$ cat src/rtl/cpu_pkg.sv
// Shared constants for the instruction prefetcher: opcode classes and FSM encoding.
package cpu_pkg;

  localparam int unsigned INSTR_WIDTH = 32;
  localparam int unsigned OPC_WIDTH   = 7;

  localparam logic [OPC_WIDTH-1:0] OPC_BRANCH = 7'b1100011;
  localparam logic [OPC_WIDTH-1:0] OPC_JAL    = 7'b1101111;
  localparam logic [OPC_WIDTH-1:0] OPC_JALR   = 7'b1100111;

  typedef enum logic [1:0] {
    ST_ISSUE       = 2'd0,
    ST_WAIT_BUS    = 2'd1,
    ST_WAIT_BRANCH = 2'd2
  } fetch_state_e;

  // True for opcodes whose successor PC is unknown until the branch resolves.
  function automatic logic is_ctrl_flow(input logic [OPC_WIDTH-1:0] opc);
    return (opc == OPC_BRANCH) || (opc == OPC_JAL) || (opc == OPC_JALR);
  endfunction

endpackage

$ cat src/rtl/cpu_fetch_fifo.sv
// Instruction queue: circular buffer with occupancy count and synchronous clear.
module cpu_fetch_fifo #(
  parameter int unsigned WIDTH = 8,
  parameter int unsigned DEPTH = 4
) (
  input  logic             clk,
  input  logic             rst,
  input  logic             clear,
  input  logic             push,
  input  logic             pop,
  input  logic [WIDTH-1:0] wdata,
  output logic [WIDTH-1:0] rdata,
  output logic             full,
  output logic             empty
);

  localparam int unsigned PTR_W = (DEPTH > 1) ? $clog2(DEPTH) : 1;
  localparam int unsigned CNT_W = PTR_W + 1;

  logic [WIDTH-1:0] mem_q [DEPTH];
  logic [PTR_W-1:0] wr_ptr_q, wr_ptr_d;
  logic [PTR_W-1:0] rd_ptr_q, rd_ptr_d;
  logic [CNT_W-1:0] count_q, count_d;
  logic             do_push;
  logic             do_pop;

  assign full  = (count_q == CNT_W'(DEPTH));
  assign empty = (count_q == '0);
  assign rdata = mem_q[rd_ptr_q];

  // Pointer/count update; a pop frees the slot a same-cycle push may reuse.
  always_comb begin
    do_pop   = pop && !empty && !clear;
    do_push  = push && !clear && (!full || do_pop);
    wr_ptr_d = wr_ptr_q;
    rd_ptr_d = rd_ptr_q;
    count_d  = count_q;
    if (clear) begin
      wr_ptr_d = '0;
      rd_ptr_d = '0;
      count_d  = '0;
    end else begin
      if (do_push) wr_ptr_d = wr_ptr_q + PTR_W'(1);
      if (do_pop)  rd_ptr_d = rd_ptr_q + PTR_W'(1);
      case ({do_push, do_pop})
        2'b10:   count_d = count_q + CNT_W'(1);
        2'b01:   count_d = count_q - CNT_W'(1);
        default: count_d = count_q;
      endcase
    end
  end

  // Pointer and count registers.
  always_ff @(posedge clk or posedge rst) begin
    if (rst) begin
      wr_ptr_q <= '0;
      rd_ptr_q <= '0;
      count_q  <= '0;
    end else begin
      wr_ptr_q <= wr_ptr_d;
      rd_ptr_q <= rd_ptr_d;
      count_q  <= count_d;
    end
  end

  // Entry storage; contents are only observed while count marks them live.
  always_ff @(posedge clk) begin
    if (do_push) mem_q[wr_ptr_q] <= wdata;
  end

endmodule

$ cat src/rtl/cpu_prefetch.sv
// Single-outstanding instruction prefetcher with branch stall and flush redirect.
module cpu_prefetch
  import cpu_pkg::*;
#(
  parameter int unsigned           ADDR_WIDTH  = 32,
  parameter int unsigned           QUEUE_DEPTH = 4,
  parameter int unsigned           TAG_WIDTH   = 8,
  parameter logic [ADDR_WIDTH-1:0] RESET_PC    = '0
) (
  input  logic                   i_clock,
  input  logic                   i_reset,
  output logic                   o_bus_request,
  input  logic                   i_bus_ready,
  output logic [ADDR_WIDTH-1:0]  o_bus_address,
  input  logic [INSTR_WIDTH-1:0] i_bus_rdata,
  input  logic                   i_branch,
  input  logic [ADDR_WIDTH-1:0]  i_pc_next,
  input  logic                   i_flush,
  input  logic [ADDR_WIDTH-1:0]  i_flush_pc,
  output logic                   o_valid,
  input  logic                   i_ready,
  output logic [TAG_WIDTH-1:0]   o_tag,
  output logic [INSTR_WIDTH-1:0] o_instruction,
  output logic [ADDR_WIDTH-1:0]  o_pc
);

  localparam int unsigned ENTRY_W = TAG_WIDTH + INSTR_WIDTH + ADDR_WIDTH;
  localparam logic [ADDR_WIDTH-1:0] PC_STEP = ADDR_WIDTH'(4);

  fetch_state_e          state_q, state_d;
  logic [ADDR_WIDTH-1:0] pc_q, pc_d;
  logic [TAG_WIDTH-1:0]  tag_q, tag_d;
  logic                  req_q, req_d;
  logic [ADDR_WIDTH-1:0] addr_q, addr_d;
  logic                  discard_q, discard_d;

  logic                  fifo_push;
  logic                  fifo_pop;
  logic                  fifo_full;
  logic                  fifo_empty;
  logic [ENTRY_W-1:0]    fifo_wdata;
  logic [ENTRY_W-1:0]    fifo_rdata;

  assign o_valid       = !fifo_empty;
  assign fifo_pop      = o_valid && i_ready;
  assign o_bus_request = req_q;
  assign o_bus_address = addr_q;
  assign {o_tag, o_instruction, o_pc} = fifo_rdata;
  assign fifo_wdata    = {tag_q + TAG_WIDTH'(1), i_bus_rdata, pc_q};

  // Next-state logic: issue, wait for the bus, stall on control flow; flush overrides all.
  always_comb begin
    state_d   = state_q;
    pc_d      = pc_q;
    tag_d     = tag_q;
    req_d     = req_q;
    addr_d    = addr_q;
    discard_d = discard_q;
    fifo_push = 1'b0;
    case (state_q)
      ST_ISSUE: begin
        if (i_flush) begin
          pc_d = i_flush_pc;
        end else if (!fifo_full || fifo_pop) begin
          req_d   = 1'b1;
          addr_d  = pc_q;
          state_d = ST_WAIT_BUS;
        end
      end
      ST_WAIT_BUS: begin
        if (i_bus_ready) begin
          req_d     = 1'b0;
          discard_d = 1'b0;
          state_d   = ST_ISSUE;
          if (i_flush) begin
            pc_d = i_flush_pc;
          end else if (!discard_q) begin
            fifo_push = 1'b1;
            tag_d     = tag_q + TAG_WIDTH'(1);
            pc_d      = pc_q + PC_STEP;
            if (is_ctrl_flow(i_bus_rdata[OPC_WIDTH-1:0])) state_d = ST_WAIT_BRANCH;
          end
        end else if (i_flush) begin
          // Request must stay up until the bus answers; its data is dropped later.
          pc_d      = i_flush_pc;
          discard_d = 1'b1;
        end
      end
      ST_WAIT_BRANCH: begin
        if (i_flush) begin
          pc_d    = i_flush_pc;
          state_d = ST_ISSUE;
        end else if (i_branch) begin
          pc_d    = i_pc_next;
          state_d = ST_ISSUE;
        end
      end
      default: begin
        state_d = ST_ISSUE;
        req_d   = 1'b0;
      end
    endcase
  end

  // Control and bus-output registers.
  always_ff @(posedge i_clock or posedge i_reset) begin
    if (i_reset) begin
      state_q   <= ST_ISSUE;
      pc_q      <= RESET_PC;
      tag_q     <= '0;
      req_q     <= 1'b0;
      addr_q    <= '0;
      discard_q <= 1'b0;
    end else begin
      state_q   <= state_d;
      pc_q      <= pc_d;
      tag_q     <= tag_d;
      req_q     <= req_d;
      addr_q    <= addr_d;
      discard_q <= discard_d;
    end
  end

  cpu_fetch_fifo #(
    .WIDTH (ENTRY_W),
    .DEPTH (QUEUE_DEPTH)
  ) u_fifo (
    .clk   (i_clock),
    .rst   (i_reset),
    .clear (i_flush),
    .push  (fifo_push),
    .pop   (fifo_pop),
    .wdata (fifo_wdata),
    .rdata (fifo_rdata),
    .full  (fifo_full),
    .empty (fifo_empty)
  );

endmodule

$ cat config.mk
export PLATFORM = sky130hd
export DESIGN_NAME = cpu_prefetch
export DESIGN_NICKNAME = d
export VERILOG_FILES = /design/src/rtl/cpu_pkg.sv /design/src/rtl/cpu_fetch_fifo.sv /design/src/rtl/cpu_prefetch.sv
export SDC_FILE = /design/constraint.sdc
export NUM_CORES = 1
export LEC_CHECK = 0
export BUFFER_PORTS_ARGS = -buffer_cell sky130_fd_sc_hd__buf_4
export CORE_UTILIZATION = 55
export DETAILED_ROUTE_END_ITERATION = 10
export GPL_ROUTABILITY_DRIVEN = 1
export GPL_TIMING_DRIVEN = 0
export PLACE_DENSITY = 0.77
export REMOVE_ABC_BUFFERS = 1
export SETUP_SLACK_MARGIN = 0.02
export SLEW_MARGIN = 20
export SYNTH_ARGS = -nofsm -noshare
export SYNTH_HDL_FRONTEND = slang
export SYNTH_SLANG_ARGS = --single-unit
$ cat constraint.sdc
create_clock -name i_clock -period 10.2 [get_ports i_clock]
set_input_delay 1.02 -clock i_clock [delete_from_list [all_inputs] [get_ports i_clock]]
set_output_delay 1.02 -clock i_clock [all_outputs]
set_load 0.005 [all_outputs]
# ---- Word-level counts from Yosys, hierarchy flattened
# Memory sizes are Yosys's and may differ from the RTL's.
# Cells that the tools add are included.
dict set report totals {
  reg_bits 83
  ram_bits 288
  output_inout_bits 106
  n_memories 1
}
# name words word_bits read_ports rd_clocked_by_memory_dff write_ports line_no
set memory_table {}
lappend memory_table {u_fifo.mem_q 4 72 1 0 1 cpu_fetch_fifo.sv:20} ;# logic [WIDTH-1:0] mem_q [DEPTH];
dict set report classes {
  add_sub_neg 6
  eq_ne 13
  n_mux 34
  bitwise 3
  reduce_logical 25
}
# operator count
set op_table {}
lappend op_table {{$mux 32} 6}
lappend op_table {{$pmux 32 s3} 1}
lappend op_table {{$add 32x3->32 const B} 1}
lappend op_table {{$mux 2} 12}
lappend op_table {{$eq 7x7->1 const B} 3}
lappend op_table {{$reduce_and 4->1} 3}
lappend op_table {{$mux 1} 11}
lappend op_table {{$add 8x1->8 const B} 1}
lappend op_table {{$ne 2x2->1 const B} 3}
lappend op_table {{$pmux 2 s3} 1}
lappend op_table {{$pmux 3 s2} 1}
lappend op_table {{$reduce_and 3->1} 2}
lappend op_table {{$reduce_bool 2->1} 3}
lappend op_table {{$reduce_bool 3->1} 2}
lappend op_table {{$logic_and 1x1->1} 5}
lappend op_table {{$add 2x1->2 const B} 2}
lappend op_table {{$eq 2x1->1 const B} 2}
lappend op_table {{$eq 2x2->1 const B} 2}
lappend op_table {{$logic_or 1x1->1} 4}
lappend op_table {{$ne 4x4->1 const B} 1}
lappend op_table {{$add 3x1->3 const B} 1}
lappend op_table {{$eq 3x3->1 const B} 1}
lappend op_table {{$logic_not 1->1} 3}
lappend op_table {{$logic_not 3->1} 1}
lappend op_table {{other kinds (7)} 9}

# ---- Longest topological paths before layout
# Gate-level depths: netlist of the first run.
dict set report depth {
  ltp_word 10
  ltp_mapped 11
}

# ---- By module
# From an unflattened synthesis of the first run, not the netlist that was laid out.
dict set report hier_totals {
  cells_unflattened 984
  area_unflattened_um2 15785.1
}
# module instances cells_each area_per_inst_um2
set by_module_without_submodules {}
lappend by_module_without_submodules {cpu_fetch_fifo 1 439 10909.2}
lappend by_module_without_submodules {cpu_prefetch 1 545 4875.9}

# ---- Worst setup path before layout of the first run
# No wires, ideal clock.
dict set report synth_timing {
  path_type {input to register}
  start {in i_bus_ready}
  end {mem u_fifo.mem_q[0][0] (netlist bit), enable pin}
  setup_ps 438
  arrival_ps 3700
  required_ps 9762
  slack_ps 6062
  stages 4
  cell_sequence {clkbuf_1 > nand4bb_1 > a31oi_1 > and2_1}
}
dict set report synth_between {
  elab_chain_cells 6
}
# element line_no
set synth_lines {}
lappend synth_lines {{from (decl)} cpu_prefetch.sv:13} ;# input logic i_bus_ready,
lappend synth_lines {{$mux 1} cpu_prefetch.sv:71} ;# if (i_bus_ready) begin
lappend synth_lines {{$mux 1} cpu_prefetch.sv:60} ;# case (state_q)
lappend synth_lines {{$logic_and 1x1->1 (2 in series)} cpu_fetch_fifo.sv:34} ;# do_push = push && !clear && (!full || do_pop);
lappend synth_lines {{$mux 1} cpu_fetch_fifo.sv:68} ;# if (do_push) mem_q[wr_ptr_q] <= wdata;
lappend synth_lines {{$mux 1 (not written as such)} cpu_fetch_fifo.sv:68}
lappend synth_lines {{to (decl)} cpu_fetch_fifo.sv:20}
# Every way passes these cells.

# ---- Final worst setup path of the first run
dict set report layout_timing {
  start {reg u_fifo.rd_ptr_q[0]}
  end {out o_pc[17]}
}
dict set report layout_between {
  elab_chain_cells 1
}
# element line_no
set layout_lines {}
lappend layout_lines {{from (decl)} cpu_fetch_fifo.sv:22} ;# logic [PTR_W-1:0] rd_ptr_q, rd_ptr_d;
lappend layout_lines {{from (signal assigned)} cpu_fetch_fifo.sv:61} ;# rd_ptr_q <= rd_ptr_d;
lappend layout_lines {{$mem_v2 4x72} -}
lappend layout_lines {{to (decl)} cpu_prefetch.sv:24} ;# output logic [ADDR_WIDTH-1:0] o_pc
# Every way passes these cells.

==> flow_metrics.tcl, run 1 <==
set metrics [dict create \
    syn_to_final_growth_pct 21.1 \
    p_sw_uw 1350 \
    synth_common_cells "edfxtp_1, dfrtp_1, mux4_2" \
    crit_buf_inv 3 \
    crit_slowest_cell "dfrtp_4" \
    cts-resized-gates 0 \
    initial_core_util_pct 56.4 \
    ir_drop_mv 0.133 \
    r2r_setup_slack_ns 6.71 \
    clk_path_buf_depth 3 \
    routedWlPerCell_um 23.6 \
    grt_pass1_vias 10000 \
    fin_area_um2 19100 \
    pwr-share-comb_pct 23.5 \
    power_density_nw_per_um2 244 \
    async_reset_ff_share_pct 22.4 \
    htree_levels 2 \
    clk_pin_slew_ns 0.06 \
    pwr-share-clk_pct 30.5 \
    cp-start-kind "flip-flop" \
    r2r_cells 6 \
    power_frac_seq_pct 46.1 \
    nNetsFinal 1309 \
    synth_area_per_cell_um2 15.8 \
    rsz0062_at_grt "false" \
    crit_path_end_kind "primary output" \
    clock_skew_ns 0.00939 \
    cts_root_buffer "clkbuf_16" \
    synth_area_leaders "edfxtp_1, dfrtp_1, mux4_2" \
    antenna_found_initial 0 \
    numCtsBuffers 38 \
    cp_slowest_stage_delay_ns 0.70 \
    yosysTopAreaCell "edfxtp_1" \
    ios 208 \
    grt_start_max_net_pins 74 \
    p_leak_uw 0.00687 \
    path_cells "buf_12 -> buf_16 -> mux4_2 -> buf_4" \
    synth_edf_count 288 \
    gp_congestion 0.948 \
    power.internal_uw 3320 \
    grt_pass1_wl_mm 58.0 \
    grt_overflow 0 \
    fin_setup_tns_ns 0 \
    outcome "finished clean" \
    die_x_um 171 \
    slew_viol_final 0 \
    post-cts-setup-buffers 0 \
    r2r-end "u_fifo.mem_q[0][13]$_DFFE_PP_" \
    vias_per_cell 6.14 \
    tritoncts "built" \
    hp-class "in -> async" \
    ys_ff_latch 371 \
    critPathRequiredTime_ns 9.18 \
    ys_types 70 \
    cp_top_family "buffers and inverters" \
    drcViolationCount 0 \
    cap_viol_max_count 0 \
    placed_area_um2 17900 \
    cts_sinks 371 \
    synth_top_area_share_pct 54.7 \
    drive_gt1_share_pct 32.9 \
    clk_latency_ns 0.53 \
    critical_path_class "reg -> out" \
    finalSetupViolCount 0 \
    r2r-start "state_q[1]$_DFFE_PP0P_" \
    hold_violations 0 \
    synth_cells 1001 \
    core_um2 28000 \
    dr.pass1.iters 6 \
    finalPower_uw 4670 \
    fin_crit_ns 3.63 \
    dieHeight_um 171 \
    cts_hold_buffers 0 \
    yosysMostFrequentCell "edfxtp_1" \
    slew_headroom_pct 34.5 \
    dp_hpwl_mm 24.3 \
    drtAntennaViolNets 0 \
    dieArea_um2 29400 \
    fmax_mhz 276 \
    antenna_cells 0 \
    worst_ep_arrival_time_ns 2.61 \
    yosysWarningCount 0 \
    grt_use_total_pct 26.4 \
    io_buffers 207 \
    num_vias 9849 \
    p_sw_share_pct 29.0 \
    tightest_slew_ns 0.973 \
    hold_ws_ns 0.474 \
    period_share_pct 35.6 \
    drt-initial-drc-count 1027 \
    rows 61 \
    routed_wl_mm 37.8 \
    yosysSeqAreaShare_pct 67.9 \
    netlist_area_um2 15800 \
    ys.flop_type "edfxtp_1" \
    critPathMaxFanout 33 \
    utilization_pct 68.3 \
]
==> through the flow <==
stage | setup WS [ns] | cells
after floorplan | 5.62 | 939
after global placement | 4.17 | 1524
after detailed placement | 6.28 | 1534
after CTS | 6.50 | 1603
after global routing | 6.42 | 1603
final | 6.57 | 1603
==> layout by cell type (no fill, tap or decap), types with 8 or more instances in the layout <==
cell	count
edfxtp_1	288
buf_4	207
dfrtp_1	81
mux4_2	72
nand2_1	55
o21ai_0	48
nor2_1	46
clkbuf_16	39
mux2_2	36
a21oi_1	35
nand3_1	29
inv_1	19
nor3_1	17
xor2_1	14
xnor2_1	14
a221oi_1	12
clkbuf_1	11
or3_1	10
ha_1	9
nor2b_1	8
a31oi_1	8
==> layer usage <==
metal	up-vias	global-route usage (%)	share of wire, %
li1	4335	-	-
met1	5004	36.2	41
met2	446	43.4	50
met3	64	4.88	7.8
met4	0	7.88	1.9
met5	-	0	0
==> power by group through the flow <==
| stage | Combinational, uW | Clock (uW) | Sequential (uW) |
|---|---|---|---|
| 2_1_floorplan | 615 | 0 | 2120 |
| 3_3_place_gp | 1040 | 0 | 2210 |
| 3_5_place_dp | 1090 | 0 | 2180 |
| 4_1_cts | 1100 | 1440 | 2150 |
| 5_1_grt | 1200 | 1500 | 2190 |
| 6_report | 1100 | 1420 | 2150 |
==> kinds of logic (layout without fill, tap and decap cells) <==
group | count (synthesis) | after routing | synth area share [%]
mux | 113 | 113 | 13.1
flops | 371 | 371 | 67.9
buf+inv | 83 | 307 | 2.07
simple gates | 219 | 219 | 7.08
compound gates | 176 | 176 | 7.35
xor+xnor | 28 | 28 | 1.55
fa+ha+maj | 11 | 11 | 0.919
==> area by class of cell <==
class | instances | area (um2)
Tap cell | 378 | 473
Sequential cell | 371 | 10700
Fill cell | 1935 | 8870
Clock buffer | 53 | 1060
Timing Repair Buffer | 217 | 1790
Inverter | 21 | 83.8
Clock inverter | 16 | 221
Multi-Input combinational cell | 547 | 4780
==> worst max-delay path by stage <==
| stage | from | end | slack (ns) | cells after the start |
|---|---|---|---|---|
| floorplan | u_fifo.rd_ptr_q[0]$_DFFE_PP0P_ | o_instruction[0] | 5.62 | 1 |
| global placement | u_fifo.rd_ptr_q[0]$_DFFE_PP0P_ | o_pc[17] | 4.17 | 2 |
| detailed placement | i_flush | u_fifo.mem_q[0][11]$_DFFE_PP_ | 6.28 | 5 |
| CTS | u_fifo.rd_ptr_q[0]$_DFFE_PP0P_ | o_pc[17] | 6.50 | 4 |
| global route | u_fifo.rd_ptr_q[0]$_DFFE_PP0P_ | o_pc[17] | 6.42 | 4 |
| finish | u_fifo.rd_ptr_q[0]$_DFFE_PP0P_ | o_pc[17] | 6.57 | 4 |
==> flip-flops by register name, indices dropped and copies added (netlist names) <==
register and count:
u_fifo.mem_q 288, u_fifo.count_q 3, state_q 2, tag_q 8
o_bus_address 32, u_fifo.rd_ptr_q 2, u_fifo.wr_ptr_q 2, o_bus_request 1
pc_q 32, discard_q 1
Note: power is estimated with default switching activity, not from simulation.
==> run 2, diff against run 1 <==
==> constraint.sdc (replaced) <==
create_clock -name i_clock -period 3.5 [get_ports i_clock]
set_input_delay 0.35 -clock i_clock [delete_from_list [all_inputs] [get_ports i_clock]]
set_output_delay 0.35 -clock i_clock [all_outputs]
set_load 0.005 [all_outputs]
==> flow_metrics.tcl, run 2 (synthesis gave the netlist of run 1 again) <==
set metrics [dict create \
    outcome "finished clean" \
    power_density_nw_per_um2 711 \
    cap_viol_max_count 0 \
    drive_gt1_share_pct 33.0 \
    clk_pin_slew_ns 0.06 \
    antenna_cells 0 \
    nNetsFinal 1310 \
    htree_levels 2 \
    largest_register_ffs 288 \
    initial_core_util_pct 56.4 \
    crit_path_end_kind "flip-flop" \
    worst_ep_arrival_time_ns 3.38 \
    hp-class "in -> reg" \
    finalSetupViolCount 0 \
    clk_path_buf_depth 3 \
    placed_cells 1534 \
    cts_root_buffer "clkbuf_16" \
    syn_to_final_growth_pct 21.3 \
    numCtsBuffers 38 \
    gp_congestion 0.948 \
    cts_sinks 371 \
    placed_area_um2 17900 \
    grt_start_max_net_pins 74 \
    num_vias 9815 \
    vias_per_cell 6.12 \
    grt_pass1_vias 10000 \
    routedWlPerCell_um 23.6 \
    critical_path_class "reg -> reg" \
    fin_area_um2 19200 \
    dp_hpwl_mm 24.3 \
    grt_use_total_pct 26.4 \
    largest-register "u_fifo.mem_q" \
    critPathRequiredTime_ns 3.72 \
    dr.pass1.iters 9 \
    clock_skew_ns 0.00921 \
    io_buffers 207 \
    core_um2 28000 \
    layout_common_cells "edfxtp_1, buf_4, dfrtp_1" \
    hold_violations 0 \
    fmax_mhz 316 \
    dieArea_um2 29400 \
    critPathMaxFanout 43 \
    post-cts-setup-buffers 0 \
    ios 208 \
    period_share_pct 90.3 \
    fin_crit_ns 3.16 \
    slew_headroom_pct 31.8 \
    tightest_slew_ns 1.01 \
    drt-initial-drc-count 987 \
    clk_latency_ns 0.53 \
    die_x_um 171 \
    layout_commonest_cell "edfxtp_1" \
    grt_pass1_wl_mm 58.0 \
    routed_wl_mm 37.8 \
    rsz0062_at_grt "false" \
    dieHeight_um 171 \
    drtAntennaViolNets 0 \
    tritoncts "built" \
    grt_overflow 0 \
    antenna_found_initial 0 \
    utilization_pct 68.4 \
    p_leak_uw 0.00688 \
    rows 61 \
    slew_viol_final 0 \
    ir_drop_mv 0.386 \
    drcViolationCount 0 \
    cp-start-kind "flip-flop" \
    finalNonFillerCells 1604 \
]
[run 2: report_power, final]
part	switching, uW	total, uW	internal (uW)
Clock	1650	4140	2490
Combinational	1520	3200	1680
Sequential	768	6270	5500
[run 2: repair_timing]
| item | 4_1_cts | 5_1_grt |
|---|---|---|
| hold endpoints to repair | 32 | 0 |
| hold buffers | 1 | 0 |
| setup endpoints to repair | 19 | 149 |
| cloned | 0 | 0 |
| gates resized for setup | 1 | 3 |
[run 2: cell type report]
type | instances | area, um2
inverter | 21 | 83.8
sequential | 371 | 10700
multi-input combinational | 547 | 4790
tap | 378 | 473
clock inverter | 16 | 221
fill | 1928 | 8840
timing repair buffer | 218 | 1800
clock buffer | 53 | 1060
[run 2: path summary, 6_finish.rpt]
kind | startpoint | to | slack (ns) | cells after the start
worst max-delay path | state_q[1]$_DFFE_PP0P_ | u_fifo.mem_q[0][13]$_DFFE_PP_ | 0.34 | 6
worst min-delay path | i_bus_rdata[30] | u_fifo.mem_q[0][62]$_DFFE_PP_ | 0.02 | 1
worst max register to register | state_q[1]$_DFFE_PP0P_ | u_fifo.mem_q[0][13]$_DFFE_PP_ | 0.34 | 6
worst min register to register | o_bus_address[0]$_DFFE_PP0P_ | o_bus_address[0]$_DFFE_PP0P_ | 0.51 | 1
max in group asynchronous | i_reset | o_bus_address[13]$_DFFE_PP0P_ | 2.53 | 4
min in group asynchronous | i_reset | o_bus_address[28]$_DFFE_PP0P_ | 0.36 | 3
[run 2: routing by layer]
metal / track usage, % / up-vias / wire, um
li1: - / 4334 / -
met1: 36.2 / 4957 / 15300
met2: 43.4 / 448 / 18600
met3: 4.88 / 76 / 3090
met4: 7.88 / 0 / 799
met5: 0 / - / 0
[run 2: metrics by stage]
stage	hold WS, ns	power (uW)	setup TNS (ns)	worst slack (ns)
global route	0.000387	14200	0	0.120
global placement	0.480	10000	-765.74	-2.03
CTS	0.000820	13700	0	0.0124
detailed placement	0.356	9540	-0.899	-0.172
finish	0.0181	13600	0	0.340
floorplan	0.416	7960	-82.58	-0.406
[run 2: critical path, cell delays in order, from the launching register on]
cell       delay, ns
dfrtp_1         0.41
inv_1           0.11
ha_1            0.54
nand4bb_1       0.37
a31oi_4         0.40
and2_4          0.68
buf_12          0.30
==> run 3, diff against run 2 <==
==> constraint.sdc (replaced) <==
create_clock -name i_clock -period 3.5 [get_ports i_clock]
set_input_delay 0.175 -clock i_clock [delete_from_list [all_inputs] [get_ports i_clock]]
set_output_delay 0.175 -clock i_clock [all_outputs]
set_load 0.005 [all_outputs]
==> flow_metrics.tcl, run 3 (synthesis gave the netlist of run 1 again) <==
set metrics [dict create \
    pwr-share-comb_pct 23.9 \
    power_density_nw_per_um2 695 \
    clk_path_buf_depth 3 \
    cp_top_family "simple AND/OR/NAND/NOR gates" \
    detailedPlace.worstSlack_ns -0.172 \
    cap_viol_max_count 0 \
    clk_latency_ns 0.53 \
    tritoncts "built" \
    numCtsBuffers 38 \
    cp_slowest_stage_delay_ns 0.62 \
    fin_crit_ns 3.17 \
    tightest_slew_ns 0.965 \
    htree_levels 2 \
    crit_cells 6 \
    largest_register_ffs 288 \
    nNetsFinal 1364 \
    grt_start_max_net_pins 74 \
    grt_pass1_vias 10300 \
    cp-start-kind "flip-flop" \
    worst_ep_arrival_time_ns 3.38 \
    p_sw_share_pct 29.0 \
    finalSetupViolCount 0 \
    drive_gt1_share_pct 31.7 \
    hp-class "in -> reg" \
    pwr-share-clk_pct 30.3 \
    outcome "finished clean" \
    routedWlPerCell_um 23.3 \
    power_frac_seq_pct 45.8 \
    core_um2 28000 \
    r2r_cells 6 \
    drcViolationCount 0 \
    antenna_cells 0 \
    critPathRequiredTime_ns 3.71 \
    dieArea_um2 29400 \
    p_sw_uw 3970 \
    die_x_um 171 \
    grt_overflow 0 \
    dp_hpwl_mm 24.3 \
    rsz0062_at_grt "false" \
    clock_skew_ns 0.00966 \
    crit_buf_inv 2 \
    rows 61 \
    grt_use_total_pct 26.9 \
    largest-register "u_fifo.mem_q" \
    critPathMaxFanout 37 \
    ios 208 \
    dr.pass1.iters 6 \
    clk_pin_slew_ns 0.06 \
    period_share_pct 90.7 \
    crit_path_end_kind "flip-flop" \
    setup_slack_ns 0.327 \
    num_vias 10100 \
    slew_headroom_pct 35.1 \
    io_buffers 207 \
    initial_core_util_pct 56.4 \
    slew_viol_final 0 \
    hold_ws_ns 0.00680 \
    drt-initial-drc-count 918 \
    syn_to_final_growth_pct 24.7 \
    routed_wl_mm 38.7 \
    finalNonFillerCells 1658 \
    finalPower_uw 13700 \
    drtAntennaViolNets 0 \
    utilization_pct 70.3 \
    critical_path_class "reg -> reg" \
    post-cts-setup-buffers 0 \
    fmax_mhz 315 \
    gp_congestion 0.948 \
    vias_per_cell 6.08 \
    p_leak_uw 0.00711 \
    n_fill_cell 1861 \
    power.internal_uw 9720 \
    crit_slowest_cell "and2_4" \
    path_cells "inv_1 -> ha_1 -> nand4bb_1 -> a31oi_4 -> and2_4 -> buf_16" \
    cts_root_buffer "clkbuf_16" \
    layout_commonest_cell "edfxtp_1" \
    ir_drop_mv 0.387 \
    layout_common_cells "edfxtp_1, buf_4, dfrtp_1" \
    antenna_found_initial 0 \
    dieHeight_um 171 \
    hold_violations 0 \
    grt_pass1_wl_mm 59.0 \
    placed_cells 1534 \
    min_path_cells 3 \
    cts_sinks 371 \
]
run 3: cell type report:
cell class	count	area (um2)	share of cell area, %
clock buffers	53	1060	5.37
multi-input cells	548	4800	24.4
repair buffers	271	2330	11.8
well taps	378	473	2.40
clock inverters	16	221	1.12
flip-flops and latches	371	10700	54.5
inverters	21	83.8	0.425
run 3: worst reg2reg max path: stages (launching register included):
cell and delay, ns:
dfrtp_1 0.41, inv_1 0.11, ha_1 0.53, nand4bb_1 0.38, a31oi_4 0.44, and2_4 0.62
buf_16 0.30
run 3: worst paths after layout:
kind	startpoint	endpoint	slack, ns
worst max-delay path	state_q[1]$_DFFE_PP0P_	u_fifo.mem_q[3][9]$_DFFE_PP_	0.33
min in group asynchronous	i_reset	o_bus_address[28]$_DFFE_PP0P_	0.18
max in group asynchronous	i_reset	o_bus_address[7]$_DFFE_PP0P_	2.72
worst min register to register	o_bus_address[0]$_DFFE_PP0P_	o_bus_address[0]$_DFFE_PP0P_	0.50
worst max register to register	state_q[1]$_DFFE_PP0P_	u_fifo.mem_q[3][9]$_DFFE_PP_	0.33
worst min-delay path	i_flush_pc[8]	pc_q[8]$_DFFE_PP0P_	0.007
run 3: metal layers:
metal  up-vias  wire (um)  GRT usage (%)
met5         -          0              0
met4         0        731           7.84
met3        63       2830           4.30
met2       444      19300           44.6
met1      5132      15800           36.9
li1       4445          -              -
run 3: repair_timing:
| item | 4_1_cts | 5_1_grt |
|---|---|---|
| hold endpoints to repair | 189 | 0 |
| hold buffers | 54 | 0 |
| pin swaps | 0 | 3 |
| endpoints found under the setup margin | 19 | 149 |
| gates cloned | 0 | 1 |
| gates resized for setup | 1 | 3 |
run 3: per-stage QoR:
stage          area, um2  TNS, ns
2_1_floorplan      15600   -69.98
3_5_place_dp       17900   -0.899
5_1_grt            19700        0
3_3_place_gp       17600  -733.02
4_1_cts            19700        0
6_report           19700        0
run 3: power by group through the flow:
| stage | clock network, uW | logic (uW) | registers (uW) |
|---|---|---|---|
| floorplan | 0 | 1790 | 6170 |
| global placement | 0 | 3470 | 6560 |
| detailed placement | 0 | 3180 | 6350 |
| CTS | 4200 | 3260 | 6270 |
| global route | 4360 | 3560 | 6380 |
| finish | 4150 | 3270 | 6280 |
